**src/rtl/logic_gates_bist.sv**
```systemverilog
// Built-in self-test controller for the 2-input gate block: walks {a,b} through 00..11,
// checks all seven gate outputs per vector. Optional LGBIST_LOOP_EN adds continuous looping.
module logic_gates_bist #(
    parameter int unsigned SETTLE_CYCLES = 2
) (
    input  logic       clk,
    input  logic       rst_n,
    input  logic       start,
`ifdef LGBIST_LOOP_EN
    input  logic       loop_i,
`endif
    output logic       a_o,
    output logic       b_o,
    input  logic       and_i,
    input  logic       or_i,
    input  logic       not_i,
    input  logic       nand_i,
    input  logic       nor_i,
    input  logic       xor_i,
    input  logic       xnor_i,
    output logic       busy,
    output logic       done,
    output logic       pass,
    output logic [6:0] fail_vec,
    output logic [2:0] err_count,
    output logic [1:0] first_fail
);

    typedef enum logic [1:0] {IDLE, SETTLE, CHECK, DONE} state_e;

    localparam logic [3:0] RELOAD = 4'(SETTLE_CYCLES - 1);

    state_e     state_q;
    logic [1:0] idx_q;
    logic [3:0] cnt_q;
    logic       a_q, b_q, busy_q, done_q, pass_q;
    logic [6:0] fail_q;
    logic [2:0] err_q;
    logic [1:0] first_q;

    logic [6:0] exp_w, obs_w, mism_w;
    logic       launch_w, clear_w;

    // Bit order matches fail_vec: and, or, not, nand, nor, xor, xnor.
    always_comb begin
        exp_w  = {~(a_q ^ b_q), a_q ^ b_q, ~(a_q | b_q), ~(a_q & b_q), ~a_q, a_q | b_q, a_q & b_q};
        obs_w  = {xnor_i, xor_i, nor_i, nand_i, not_i, or_i, and_i};
        mism_w = exp_w ^ obs_w;
    end

    // A start request clears results; a loop restart keeps them accumulating.
    always_comb begin
        launch_w = 1'b0;
        clear_w  = 1'b0;
        if (state_q == IDLE || state_q == DONE) begin
            if (start) begin
                launch_w = 1'b1;
                clear_w  = 1'b1;
            end
`ifdef LGBIST_LOOP_EN
            else if (state_q == DONE && loop_i) begin
                launch_w = 1'b1;
            end
`endif
        end
    end

    always_ff @(posedge clk or negedge rst_n) begin
        if (!rst_n) begin
            state_q <= IDLE;
            idx_q   <= '0;
            cnt_q   <= '0;
            a_q     <= 1'b0;
            b_q     <= 1'b0;
            busy_q  <= 1'b0;
            done_q  <= 1'b0;
            pass_q  <= 1'b0;
            fail_q  <= '0;
            err_q   <= '0;
            first_q <= '0;
        end else if (launch_w) begin
            state_q <= SETTLE;
            idx_q   <= '0;
            cnt_q   <= RELOAD;
            a_q     <= 1'b0;
            b_q     <= 1'b0;
            busy_q  <= 1'b1;
            done_q  <= 1'b0;
            pass_q  <= 1'b0;
            if (clear_w) begin
                fail_q  <= '0;
                err_q   <= '0;
                first_q <= '0;
            end
        end else begin
            case (state_q)
                SETTLE: begin
                    if (cnt_q == '0) begin
                        state_q <= CHECK;
                    end else begin
                        cnt_q <= cnt_q - 4'd1;
                    end
                end
                CHECK: begin
                    fail_q <= fail_q | mism_w;
                    if (|mism_w) begin
                        // Saturation only matters when looping; a single run tops out at 4.
                        if (err_q != 3'd7) begin
                            err_q <= err_q + 3'd1;
                        end
                        if (err_q == '0) begin
                            first_q <= idx_q;
                        end
                    end
                    if (idx_q != 2'd3) begin
                        idx_q      <= idx_q + 2'd1;
                        {a_q, b_q} <= idx_q + 2'd1;
                        cnt_q      <= RELOAD;
                        state_q    <= SETTLE;
                    end else begin
                        state_q <= DONE;
                        a_q     <= 1'b0;
                        b_q     <= 1'b0;
                        busy_q  <= 1'b0;
                        done_q  <= 1'b1;
                        pass_q  <= ((fail_q | mism_w) == '0);
                    end
                end
                default: ;
            endcase
        end
    end

    assign a_o        = a_q;
    assign b_o        = b_q;
    assign busy       = busy_q;
    assign done       = done_q;
    assign pass       = pass_q;
    assign fail_vec   = fail_q;
    assign err_count  = err_q;
    assign first_fail = first_q;

endmodule

```
**config.mk**
```make
export PLATFORM = sky130hd
export DESIGN_NAME = logic_gates_bist
export DESIGN_NICKNAME = d
export VERILOG_FILES = /design/src/rtl/logic_gates_bist.sv
export SDC_FILE = /design/constraint.sdc
export NUM_CORES = 1
export LEC_CHECK = 0
export ABC_AREA = 1
export BUFFER_PORTS_ARGS = -buffer_cell sky130_fd_sc_hd__buf_2
export CAP_MARGIN = 20
export CORE_MARGIN = 2
export CORE_UTILIZATION = 54
export DETAILED_ROUTE_END_ITERATION = 12
export GPL_TIMING_DRIVEN = 0
export PLACE_DENSITY = 0.74
export SYNTH_ARGS = -nofsm -noshare
export SYNTH_HDL_FRONTEND = slang
export SYNTH_SLANG_ARGS = --single-unit
export TNS_END_PERCENT = 5
```
**constraint.sdc**
```tcl
create_clock -name clk -period 1.7 [get_ports clk]
set_input_delay 0 -clock clk [delete_from_list [all_inputs] [get_ports clk]]
set_output_delay 0 -clock clk [all_outputs]
set_load 0.005 [all_outputs]
```
Yosys cells after proc, flatten, opt, wreduce, memory -nomap -nowiden
Cells that the tools add are included.
Widths: inputs -> output; s select.
{ "word_totals": {"register_bits": 25, "in_bits": 10, "output_inout_bits": 17} }
{ "classes": {"addsub": 3, "eq_ne": 9, "n_mux": 38, "bitwise_logic": 9, "reduce_logical": 18} }
{ "op_table": {"columns": ["cell", "n"], "rows": [
  ["$mux 2", 10],
  ["$mux 1", 17],
  ["$mux 7", 2],
  ["$mux 3", 4],
  ["$mux 4", 3],
  ["$ne 3x3->1 const B", 4],
  ["$reduce_bool 2->1", 5],
  ["$reduce_and 3->1", 3],
  ["$pmux 4 s2", 1],
  ["$logic_not 7->1", 1],
  ["$or 7x7->7", 1],
  ["$reduce_or 7->1", 1],
  ["$xor 7x7->7", 1],
  ["$reduce_and 2->1", 3],
  ["$eq 2x2->1 const B", 2],
  ["$logic_not 4->1", 1],
  ["$ne 2x2->1 const B", 2],
  ["$not 1->1", 4],
  ["$pmux 2 s2", 1],
  ["$sub 4x1->4 const B", 1],
  ["$add 3x1->3 const B", 1],
  ["$logic_not 3->1", 1],
  ["$reduce_bool 3->1", 1],
  ["$add 2x1->2 const B", 1],
  ["6 further kinds", 6]
]} }

Logic depth before layout (Yosys ltp)
Gate-level depths: netlist (run 1).
{ "depth": {"depth_word": 8, "ltp_mapped": 11, "depth_no_buf": 11} }

Worst setup path after synthesis (run 1)
Ideal clock, no wire load.
{ "synth_path": {"path_kind": "register to register", "startpoint": "register a_q, in the netlist a_o", "endpoint": "register err_q[2], in the netlist err_count[2]", "arrival_time_ns": 1.429, "setup_slack_ns": 0.206, "stages_incl_launch_ff": 12, "path_buffers": 0, "synth_period_minus_slack_ns": 1.494, "cell_sequence": "dfrtp_1 inv_1 ha_1 inv_1 nand2_1 nand2_1 nand3_1 nor2_1 nand2_2 nand2_1 nand2_1 nand2_1"} }
{ "synth_between": {"elab_chain_len": 6, "word_cells_on_any_way": 11, "classes_between": "bitwise (8); reduce/logical (3)"} }
{ "synth_rtl": {"columns": ["item", "line", "rtl"], "rows": [
  ["start: declaration", "36", "logic a_q, b_q, busy_q, done_q, pass_q;"],
  ["start signal: assignment", "117", "{a_q, b_q} <= idx_q + 2'd1;"],
  ["$and 1x1->1 (tied with other cells)", "46", "exp_w = {~(a_q ^ b_q), a_q ^ b_q, ~(a_q | b_q), ~(a_q & b_q), ~a_q, a_q | b_q, a_q & b_q};"],
  ["$not 1->1", "46", null],
  ["$xor 7x7->7 (*)", "48", "mism_w = exp_w ^ obs_w;"],
  ["$reduce_or 7->1 (*)", "106", "if (|mism_w) begin"],
  ["$reduce_bool 2->1 (no source line) (*)", null, null],
  ["$reduce_and 3->1 (no source line) (*)", null, null],
  ["end signal: assignment", "109", "err_q <= err_q + 3'd1;"],
  ["end: declaration", "38", "logic [2:0] err_q;"]
]} }
Every way passes the cells marked *; elsewhere a longest branch is shown, timed or not.
A chain may end at the register's enable or synchronous reset.

Worst setup path after layout (run 1)
{ "layout_path": {"startpoint": "register b_q, in the netlist b_o", "endpoint": "register err_q[2], in the netlist err_count[2]"} }
{ "layout_between": {"elab_chain_len": 6, "word_cells_on_any_way": 10, "classes_between": "bitwise (7); reduce/logical (3)"} }
{ "layout_rtl": {"columns": ["item", "line"], "rows": [
  ["start: declaration", "36"],
  ["start signal: assignment", "117"],
  ["$and 1x1->1 (tied with other cells)", "46"],
  ["$not 1->1", "46"],
  ["$xor 7x7->7 (*)", "48"],
  ["$reduce_or 7->1 (*)", "106"],
  ["$reduce_bool 2->1 (no source line) (*)", null],
  ["$reduce_and 3->1 (no source line) (*)", null]
]} }
Marked as above.

==> results of run 1 <==
-- path summary, 6_finish.rpt --
path	from	to	cells after the start	slack [ns]
setup / recovery	b_o	err_count[2]	11	0.13
setup reg to reg	b_o	err_count[2]	11	0.13
max in group asynchronous	rst_n	fail_vec[3]	2	1.15
hold / removal	xor_i	fail_vec[5]	4	0.009
hold reg to reg	first_fail[0]	first_fail[0]	2	0.48
min in group asynchronous	rst_n	fail_vec[6]	2	0.18
-- worst min-delay path: stages --
cell     delay [ns]
buf_2          0.09
nand2_1        0.06
nand3_1        0.08
a21oi_1        0.07
-- metrics by stage --
step | utilization | hold slack, ns
6_report | 0.676 | 0.00898
5_1_grt | 0.676 | 0.0199
4_1_cts | 0.658 | 0.00916
3_5_place_dp | 0.640 | 0.0178
3_3_place_gp | 0.640 | 0.0137
2_1_floorplan | - | -0.296
-- cell families after synthesis --
family	count (synthesis)	synth area share
xor gates and xnor gates	4	0.0247
DFF	25	0.441
adders and majority gates	10	0.0883
and+or+nand+nor	76	0.231
buffers and inverters	35	0.0988
AOI/OAI and AO/OA	26	0.116
-- registers in the layout, indices dropped and copies added (netlist names) --
name,flops
pass,1
a_o,1
first_fail,2
b_o,1
done,1
err_count,3
cnt_q,4
busy,1
state_q,2
idx_q,2
fail_vec,7
-- layout by cell type (no fill, tap or decap), types with 4 or more instances in the layout --
cell	synthesis	routed
nand2_1	34	33
nand4_1	4	4
nor2_1	18	16
inv_1	30	29
buf_2	1	27
nand3_1	15	15
a21oi_1	6	6
o21ai_0	12	12
dfrtp_1	25	25
o21a_1	4	4
ha_1	10	8
-- what timing repair did --
action,4_1_cts,5_1_grt
pin swaps,0,2
hold buffers,1,0
setup buffers,1,0
cloned,0,0
resized for setup,1,10
endpoints found under the hold margin,25,0
setup endpoints to repair,4,9
-- final cells by class --
type	instances	area [um2]	share of cell area
multi-input combinational	116	697	0.416
sequential	25	626	0.373
timing repair buffer	28	148	0.0881
inverter	32	120	0.0717
tap	30	37.5	0.0224
clock buffer	4	26.3	0.0157
buffer	3	21.3	0.0127
-- power groups by stage --
stage / Combinational (uW) / Sequential, uW / Clock [uW]
6_report: 2000 / 1020 / 266
5_1_grt: 2280 / 1060 / 301
4_1_cts: 1870 / 1020 / 270
3_5_place_dp: 1840 / 1040 / 0
3_3_place_gp: 1770 / 1030 / 0
2_1_floorplan: 1330 / 1040 / 0
-- routing by layer --
metal / track usage / vias to the layer above / part of all wire
met1: 0.247 / 594 / 0.44
met2: 0.379 / 24 / 0.50
met3: 0.0304 / 9 / 0.033
li1: - / 619 / -
met4: 0.0697 / 0 / 0.025
met5: 0 / - / 0
==> flow_summary_export.csv, run 1 <==
group,metric,value,unit
status,outcome,"completed",
drt,vias_per_cell,5.24,
synth,synth_edf_count,0,
worst_setup_path,cp_cell_sequence,"inv_1, ha_4, inv_1, nand2_1, nand2_1, nand3_1, nor2_2, nand2_2, nand2_2, nand2_1, nand2_1",
floorplanning,die_w,55.2,um
worst_setup_path,cp_num_buf_inv,2,
clock_tree,cts_tree,"built",
pwr,leakage,0.000927,uW
drt,dr.pass1.iters,4,
synth,synthCells,176,
pwr,finalPower,3290,uW
synth,synth_area_leaders,"dfrtp_1, nand2_1, ha_1",
clock_tree,clk_latency,0.32,ns
drt,wire_per_inst,12.5,um
final_layout,drive_above_1_share,0.236,
flow_run,maxCapViolCount,0,
drt,drc_errors,0,
worst_setup_path,crit_family,"simple AND/OR/NAND/NOR gates",
sta,setup_slack,0.127,ns
min_path,hold_class,"in -> reg",
pwr,pwr-share-seq,0.311,
placed_design,dp_cells,232,
clock_tree,clock-sinks,25,
worst_setup_path,crit_type,"reg -> reg",
global_route,grt_antenna_before_repair,0,
sta,fin_crit_sh,0.925,
placed_design,post_dp_cell_area,1590,um2
final_layout,finalInstanceArea,1680,um2
sta,fmax,636,MHz
worst_setup_path,critPathMostFrequentCell,"nand2_1",
pwr,p_clk_frac,0.081,
floorplanning,core-area,2480,um2
global_route,overflow,0,
synth,syn-num-nets,196,
final_layout,final_cells,238,
global_route,grt_pass1_vias,1250,
global_route,grt_pass1_wl,5.13,mm
sta,slew_headroom,0.635,
drt,ant_nets,0,
global_route,grt_max_degree,26,
global_route,grt_usage,0.208,
floorplanning,die_area,3050,um2
clock_tree,numCtsBuffers,3,
synth,synth.most_common_cell,"nand2_1",
sta,fin_setup_tns,0,ns
sta,setup_viol,0,
final_layout,n_antenna_cell,0,
worst_setup_path,required,1.97,ns
synth,ys_seq_area_frac,0.441,
pwr,ir_drop,0.00120,V
floorplanning,start_util,0.572,
placed_design,dp_hpwl,2.22,mm
clock_tree,cts_max_path_buffers,2,
placed_design,gp_congestion,0.822,
floorplanning,placementRows,18,
final_layout,syn2layout_area_growth,18.2,%
synth,synth_cell_types,22,
worst_setup_path,start_kind,"flip-flop",
sta,slew_violations,0,
synth,synth_area_leader_cell,"dfrtp_1",
clock_tree,clkTransAtPathRegs,0.13,ns
synth,synth_top_cell_area_share,0.441,
final_layout,fin_nets,229,
drt,drt_iter0_markers,23,
drt,routed_wl,2.97,mm
worst_setup_path,cp_slowest_cell,"dfrtp_1",
sta,fin_skew,0.00121,ns
pwr,power_density,1960,nW/um2
pwr,switching_power,1530,uW
synth,synth_ff_type,"dfrtp_1",
clock_tree,cts-root-buf,"clkbuf_4",
pwr,sw_frac_of_total,0.464,
pwr,p_int,1760,uW
synth,synth_common_cells,"nand2_1, inv_1, dfrtp_1",
placed_design,port_buffers,26,
drt,num_vias,1246,
placed_design,dpl_worst_slack,0.0125,ns
worst_setup_path,worstPathMaxFanout,7,
worst_setup_path,endpoint_kind,"flip-flop",
floorplanning,io_pins,27,
synth,synthArstFlopShare,1.00,
sta,tightest_slew,0.548,ns
clock_tree,h-tree-depth,1,
synth,yosys_warnings,0,
final_layout,fillers,243,
sta,hold_violations,0,
synth,ys_ff_latch,25,
sta,fin_crit,1.57,ns
floorplanning,dieHeight,55.2,um
worst_setup_path,max_stage_delay,0.43,ns
synth,syn_area,1420,um2
pwr,combPwrFrac,0.608,
synth,avgSynthCellArea,8.05,um2
worst_setup_path,arrival,1.84,ns
No activity file was read; power rests on OpenSTA's default activity.
==> inputs of run 2 (changes only) <==
--- a/config.mk
+++ b/config.mk
@@ -8,8 +8,8 @@
 export ABC_AREA = 1
 export BUFFER_PORTS_ARGS = -buffer_cell sky130_fd_sc_hd__buf_2
 export CAP_MARGIN = 20
-export CORE_MARGIN = 2
 export CORE_UTILIZATION = 54
+export CTS_CLUSTER_SIZE = 20
 export DETAILED_ROUTE_END_ITERATION = 12
 export GPL_TIMING_DRIVEN = 0
 export PLACE_DENSITY = 0.74
==> flow_summary_export.csv, run 2 (same netlist as run 1, synthesis figures left out) <==
group,metric,value,unit
final_layout,n_antenna_cell,0,
flow_run,maxCapViolCount,0,
sta,fin_crit_sh,0.938,
floorplanning,placementRows,18,
worst_setup_path,worstPathMaxFanout,7,
final_layout,drive_above_1_share,0.245,
drt,vias_per_cell,5.22,
floorplanning,die_w,53.2,um
worst_setup_path,crit_family,"simple AND/OR/NAND/NOR gates",
drt,ant_nets,0,
worst_setup_path,crit_type,"reg -> reg",
floorplanning,io_pins,27,
status,outcome,"completed",
clock_tree,h-tree-depth,1,
sta,hold_violations,0,
global_route,grt_pass1_wl,5.22,mm
floorplanning,start_util,0.572,
global_route,grt_pass1_vias,1214,
worst_setup_path,max_stage_delay,0.41,ns
floorplanning,die_area,2830,um2
drt,routed_wl,3.09,mm
worst_setup_path,endpoint_kind,"flip-flop",
global_route,grt_use_met1,0.335,
global_route,overflow,0,
sta,fin_skew,0.00273,ns
placed_design,port_buffers,26,
placed_design,post_dp_cell_area,1590,um2
drt,num_vias,1242,
pwr,leakage,0.000938,uW
global_route,grt_usage,0.258,
worst_setup_path,cp_num_buf_inv,2,
worst_setup_path,required,1.92,ns
sta,fin_setup_tns,0,ns
clock_tree,cts-root-buf,"clkbuf_4",
clock_tree,clkTransAtPathRegs,0.14,ns
pwr,power_density,1980,nW/um2
final_layout,final_cell_mix,"nand2_1, inv_1, buf_2, dfrtp_1",
clock_tree,clk_latency,0.32,ns
worst_setup_path,cp_slowest_cell,"dfrtp_1",
final_layout,largest_reg_flops,7,
final_layout,syn2layout_area_growth,19.0,%
pwr,finalPower,3340,uW
final_layout,final_common_cell,"nand2_1",
sta,slew_headroom,0.628,
global_route,grt_max_degree,26,
drt,dr.pass1.iters,4,
clock_tree,numCtsBuffers,3,
sta,slew_violations,0,
pwr,ir_drop,0.00125,V
global_route,grt_antenna_before_repair,0,
global_route,use_met3,0.0402,
drt,drt_iter0_markers,34,
global_route,busiest_layer,"met2",
min_path,hold_class,"in -> reg",
floorplanning,core-area,2480,um2
final_layout,fin_nets,229,
sta,rsz0062_at_grt,"no",
worst_setup_path,start_kind,"flip-flop",
clock_tree,cts_max_path_buffers,2,
worst_setup_path,cp_cell_sequence,"inv_1, ha_2, nand2_2, inv_2, nor2_4, nand2_1, nand2_1, nor2_4, o21ai_0, o21ai_0",
final_layout,finalInstanceArea,1690,um2
sta,fmax,627,MHz
sta,setup_viol,0,
drt,drc_errors,0,
placed_design,dp_hpwl,2.31,mm
clock_tree,clock-sinks,25,
clock_tree,cts_tree,"built",
global_route,grt_use_met2,0.429,
drt,wire_per_inst,13.0,um
sta,tightest_slew,0.558,ns
worst_setup_path,arrival,1.81,ns
placed_design,gp_congestion,0.802,
floorplanning,dieHeight,53.2,um
sta,fin_crit,1.59,ns
-- run 2: final cells by class --
cell class	instances	area [um2]
repair buffers	28	148
clock inverters	1	5.00
fillers	221	791
inverters	32	120
well taps	30	37.5
flip-flops and latches	25	626
multi-input cells	116	707
plain buffers	3	21.3
clock buffers	3	22.5
-- run 2: metrics by stage --
step           std cells  setup WS (ns)  hold WS, ns   util
2_1_floorplan        176          0.206       -0.296      -
6_report             238          0.105      0.00997  0.681
5_1_grt              238       0.000937       0.0136  0.681
4_1_cts              238        0.00881      0.00130  0.658
3_3_place_gp         232         0.0440       0.0140  0.640
3_5_place_dp         232        0.00483       0.0198  0.640
-- run 2: final timing paths --
kind	from	end	slack (ns)	cells after the start
setup / recovery	state_q[0]	cnt_q[0]	0.11	10
hold / removal	and_i	fail_vec[0]	0.01	4
setup reg to reg	state_q[0]	cnt_q[0]	0.11	10
hold reg to reg	first_fail[0]	first_fail[0]	0.48	2
max in group asynchronous	rst_n	state_q[0]	1.16	2
min in group asynchronous	rst_n	fail_vec[6]	0.17	2
-- run 2: power breakdown --
group / internal (uW) / total [uW] / switching [uW]
Combinational: 812 / 2040 / 1230
Clock: 88.4 / 272 / 183
Sequential: 862 / 1030 / 166
-- run 2: repair_timing --
item,CTS,global route
setup buffers,1,0
pin swaps,0,1
gates resized for setup,0,14
hold endpoints to repair,25,0
hold buffers,1,0
setup endpoints to repair,3,8
-- run 2: per-layer routing --
metal,part of all wire,wire length (um)
met1,0.43,1330
met2,0.51,1580
met3,0.043,134
met4,0.012,37
met5,0,0
-- run 2: worst min-delay path, delay by kind of cell --
kind	cells	cell delay, ns
simple gates	2	0.14
compound gates	1	0.07
buf+inv	1	0.09
